File: config.mk
export PLATFORM = sky130hd
export DESIGN_NAME = regfile
export DESIGN_NICKNAME = d
export VERILOG_FILES = /design/src/rtl/core_pkg.sv /design/src/rtl/regfile.sv
export SDC_FILE = /design/constraint.sdc
export NUM_CORES = 2
export LEC_CHECK = 0
export CORE_UTILIZATION = 44
export CTS_CLUSTER_SIZE = 10
export DETAILED_ROUTE_END_ITERATION = 6
export GPL_TIMING_DRIVEN = 0
export HOLD_SLACK_MARGIN = 0.03
export PLACE_DENSITY = 0.6
export SETUP_SLACK_MARGIN = 0.05
export SLEW_MARGIN = 30
export SYNTH_ARGS = -nofsm -noshare
export SYNTH_HDL_FRONTEND = slang
export SYNTH_SLANG_ARGS = --single-unit
File: constraint.sdc
create_clock -name i_clk -period 2.7 [get_ports i_clk]
set_input_delay 0.27 -clock i_clk [delete_from_list [all_inputs] [get_ports i_clk]]
set_output_delay 0.27 -clock i_clk [all_outputs]
set_load 0.1 [all_outputs]
File: src/rtl/core_pkg.sv
`default_nettype none
// +-----------------------------------------------------------------------------+
// | Package  : core_pkg                                                         |
// | Desc     : Shared widths and shifter select encoding for decoder, register  |
// |            file and shifter of the single-cycle core.                       |
// | Revision : 1.0 - initial release                                            |
// +-----------------------------------------------------------------------------+
package core_pkg;

    localparam int XLEN       = 32;
    localparam int REG_ADDR_W = 5;
    localparam int SHAMT_W    = 5;

    // Encoding is chosen so that bit 0 selects arithmetic fill for right shifts.
    typedef enum logic [1:0] {
        SHIFT_SRL = 2'b00,
        SHIFT_SRA = 2'b01,
        SHIFT_SLL = 2'b11
    } shift_sel_e;

endpackage : core_pkg
`default_nettype wire

File: src/rtl/regfile.sv
`default_nettype none
// +-----------------------------------------------------------------------------+
// | Module   : regfile                                                          |
// | Desc     : 32 x XLEN RISC-V integer register file, two combinational read   |
// |            ports, one synchronous write port, x0 hardwired to zero.         |
// |            Define REGFILE_BYPASS_EN for same-cycle write-through reads.     |
// | Revision : 1.0 - initial release                                            |
// +-----------------------------------------------------------------------------+
module regfile
    import core_pkg::*;
#(
    parameter int XLEN     = core_pkg::XLEN,
    parameter int NUM_REGS = 32
) (
    input  logic                  i_clk,
    input  logic                  i_rst_n,
    input  logic [REG_ADDR_W-1:0] i_rs1_addr,
    input  logic [REG_ADDR_W-1:0] i_rs2_addr,
    input  logic [REG_ADDR_W-1:0] i_rd_addr,
    input  logic [XLEN-1:0]       i_rd_data,
    input  logic                  i_rd_wren,
    output logic [XLEN-1:0]       o_rs1_data,
    output logic [XLEN-1:0]       o_rs2_data,
    output logic [SHAMT_W-1:0]    o_shamt
);

    // Entry 0 is a constant; only x1..x(NUM_REGS-1) own flops.
    logic [XLEN-1:0] w_regs [0:NUM_REGS-1];
    logic            w_wr_ok;
    logic [XLEN-1:0] w_rs1_data;
    logic [XLEN-1:0] w_rs2_data;

    assign w_regs[0] = '0;
    assign w_wr_ok   = i_rd_wren && (i_rd_addr != '0);

    for (genvar gi = 1; gi < NUM_REGS; gi++) begin : g_reg
        logic [XLEN-1:0] r_q;

        always_ff @(posedge i_clk or negedge i_rst_n) begin
            if (!i_rst_n) begin
                r_q <= '0;
            end else if (w_wr_ok && (i_rd_addr == REG_ADDR_W'(gi))) begin
                r_q <= i_rd_data;
            end
        end

        assign w_regs[gi] = r_q;
    end

    always_comb begin
        w_rs1_data = w_regs[i_rs1_addr];
        w_rs2_data = w_regs[i_rs2_addr];
`ifdef REGFILE_BYPASS_EN
        // Gated by reset so outputs stay zero while reset is held.
        if (i_rst_n && w_wr_ok && (i_rs1_addr == i_rd_addr)) begin
            w_rs1_data = i_rd_data;
        end
        if (i_rst_n && w_wr_ok && (i_rs2_addr == i_rd_addr)) begin
            w_rs2_data = i_rd_data;
        end
`endif
    end

    assign o_rs1_data = w_rs1_data;
    assign o_rs2_data = w_rs2_data;
    assign o_shamt    = w_rs2_data[SHAMT_W-1:0];

endmodule : regfile
`default_nettype wire
==> flow_metrics.env <==
export IMPL_grt_max_degree=119
export IMPL_placed_area_sq_mm=0.05776
export IMPL_grt_use_total=0.3363
export IMPL_synth_edf_count=0
export IMPL_path_clk_slew_ns=0.06
export IMPL_rows=127
export IMPL_yosysWarnings=0
export IMPL_failed_checks="setup timing"
export IMPL_wirelength_microns=203700
export IMPL_fill_cells=10010
export IMPL_dieArea_sq_mm=0.1221
export IMPL_final_area_sq_mm=0.06352
export IMPL_max_stage_delay_ns=0.47
export IMPL_core_area_sq_mm=0.1198
export IMPL_grt_setup_unrepaired="yes"
export IMPL_drtAntennaViolNets=0
export IMPL_worstPathCellList="clkbuf_2, clkbuf_8, buf_2, mux4_2, a22o_1, o21ai_4, o31ai_4, buf_12, buf_12"
export IMPL_cts_root_buffer="clkbuf_16"
export IMPL_hold_path_class="in -> reg"
export IMPL_rrSetupSlack_ns=1.79
export IMPL_cpMostUsedCell="buf_12"
export IMPL_drc=0
export IMPL_syn_area_per_cell_sq_um=14.56
export IMPL_globalRouteOverflowTotal=0
export IMPL_crit_family="buffers and inverters"
export IMPL_nets=3950
export IMPL_gp_congestion=0.9284
export IMPL_r2r_end="g_reg[28].r_q[0]"
export IMPL_powerDensity_mw_per_mm2=743.1
export IMPL_whs_ns=0.1266
export IMPL_syn2layout_area_growth_pct=19.57
export IMPL_hold_depth=3
export IMPL_cap_viol_max_count=0
export IMPL_avgViaCountPerCell=6.661
export IMPL_firstDrtPassIters=5
export IMPL_htreeDepth=3
export IMPL_antenna_found_initial=6
export IMPL_synth_fp_nets=3699
export IMPL_fmaxAchievable_ghz=0.3440
export IMPL_layout_commonest_cell="mux2_2"
export IMPL_post_route_period_util=1.077
export IMPL_cts_made_buffers=114
export IMPL_hold_violations=0
export IMPL_postSynthCellCount=3649
export IMPL_hpwl_microns=139600
export IMPL_setup_ws_ns=-0.2069
export IMPL_numPortBuffers=110
export IMPL_ir_drop_mv=0.6116
export IMPL_vias=36990
export IMPL_maxSlewViolCount=0
export IMPL_max_slew_margin=0.2695
export IMPL_die_h_microns=349.5
export IMPL_top_regs="g.r_q: 992 flops"
export IMPL_top_register="g.r_q"
export IMPL_path_buf_inv=5
export IMPL_syn_area_sq_mm=0.05312
export IMPL_hold_end="g_reg[13].r_q[0]"
export IMPL_ff2ff_path_depth=2
export IMPL_setup_viol=42
export IMPL_critPathSlowestCell="buf_2"
export IMPL_drive_above_1_share=0.5433
export IMPL_cp_required_ns=2.43
export IMPL_critical_path_class="in -> out"
export IMPL_ys_seq_area_frac=0.4673
export IMPL_ioPinCount=119
export IMPL_async_flop_share=1.000
export IMPL_grt_pass1_vias=37540
export IMPL_skew_ns=0
export IMPL_die_x_microns=349.5
export IMPL_cts_tree="yes"
export IMPL_power_w=0.04720
export IMPL_cp_start_kind="primary input"
export IMPL_clk_latency_ns=0.72
export IMPL_crit_arrival_ns=2.64
export IMPL_tightest_slew_ns=1.096
export IMPL_largest_reg_flops=992
export IMPL_routedWlPerCell_microns=36.68
export IMPL_p_leak_nw=27.19
export IMPL_r2r_start="g_reg[28].r_q[0]"
export IMPL_yosysUniqueCellTypes=31
export IMPL_synthFlopType="dfrtp_1"
export IMPL_clkSinkCount=992
export IMPL_status="finished, violations left"
export IMPL_dr_first_iter_drc_count=3801
export IMPL_min_from="i_rd_addr[4]"
export IMPL_path_max_fanout=10
export IMPL_min_period_ns=2.907
export IMPL_start_util=0.4434
export IMPL_ys_seq_elements=992
export IMPL_cp_end_kind="output pin"
export IMPL_grt_pass1_wl_microns=288100
export IMPL_layout_common_cells="mux2_2, dfrtp_1, mux4_2"
export IMPL_cts_max_path_buffers=3
## how the worst max path moves through the flow
stage / startpoint / endpoint / cells after the start
final: i_rs2_addr[2] / o_shamt[2] / 9
after global routing: g_reg[31].r_q[1] / o_shamt[1] / 6
after CTS: g_reg[31].r_q[3] / o_shamt[3] / 6
after detailed placement: i_rs1_addr[1] / o_rs1_data[30] / 9
after global placement: i_rst_n / g_reg[11].r_q[8] / 1
after floorplan: i_rs2_addr[0] / o_shamt[1] / 7
## through the flow
step	worst slack, ns	TNS (ns)	util	std cells
3_3_place_gp	-45.60	-	0.4780	5371
5_1_grt	-0.2423	-3.738	0.5302	5553
2_1_floorplan	-0.09166	-0.09166	-	3649
4_1_cts	-0.1883	-3.156	0.5288	5548
6_report	-0.2069	-2.637	0.5302	5554
3_5_place_dp	-2.487	-331.00	0.4821	5386
## worst reg2reg max path, stage by stage, from the launching register on
cell and delay, ns:
dfrtp_1 0.41, buf_4 0.15, mux2_2 0.25
## cells in the mapped netlist (all sizes together) (3+ instances only)
cell type	instances	share of area
nor2b	8	0.00094
nor3	3	0.00028
a211oi	64	0.0090
buf	192	0.018
o21ai	64	0.0060
mux2i	162	0.031
o31ai	64	0.0090
o22ai	64	0.0075
nand4b	3	0.00049
nor2	14	0.00099
dfrtp	992	0.47
mux2	1055	0.22
a22o	191	0.031
nand2b	6	0.00071
mux4	384	0.16
clkbuf	223	0.016
nand2	80	0.0057
and3	34	0.0040
and2	34	0.0040
## area by class of cell
class                   count  area [sq um]  area share
multi-input cells        2240         28260      0.4448
flip-flops and latches    992         24820      0.3908
clock buffers             149          3178     0.05003
plain buffers             413          2845     0.04479
repair buffers            137          2282     0.03593
well taps                1612          2017     0.03175
clock inverters             8         106.4    0.001674
inverters                   2         10.01   0.0001576
diodes                      1         2.502  0.00003939
## report_power, final
part           leakage (nW)  internal [W]  switching, W
Combinational          12.9       0.00659       0.00610
Clock                  1.61       0.00817       0.00632
Sequential             12.7        0.0178       0.00222
## cell families after synthesis
logic type / synth area share
flops: 0.4673
simple gates: 0.01891
mux: 0.4170
compound gates: 0.06314
buf+inv: 0.03370
## per-layer routing
metal  part of all wire  GRT usage  routed length (microns)
met5            0.00024          0                       49
met4              0.053     0.1565                    10890
met1               0.41     0.4607                    82870
met3              0.087    0.07202                    17650
met2               0.45     0.5115                    92270
## what timing repair did
| item | 4_1_cts | 5_1_grt |
|---|---|---|
| endpoints found under the hold margin | 254 | 0 |
| resized for setup | 1108 | 45 |
| pin swaps | 151 | 64 |
| buffers inserted | 6 | 5 |
| hold buffers | 1 | 0 |
| endpoints found under the setup margin | 69 | 69 |
No activity file was read; power rests on OpenSTA's default activity.
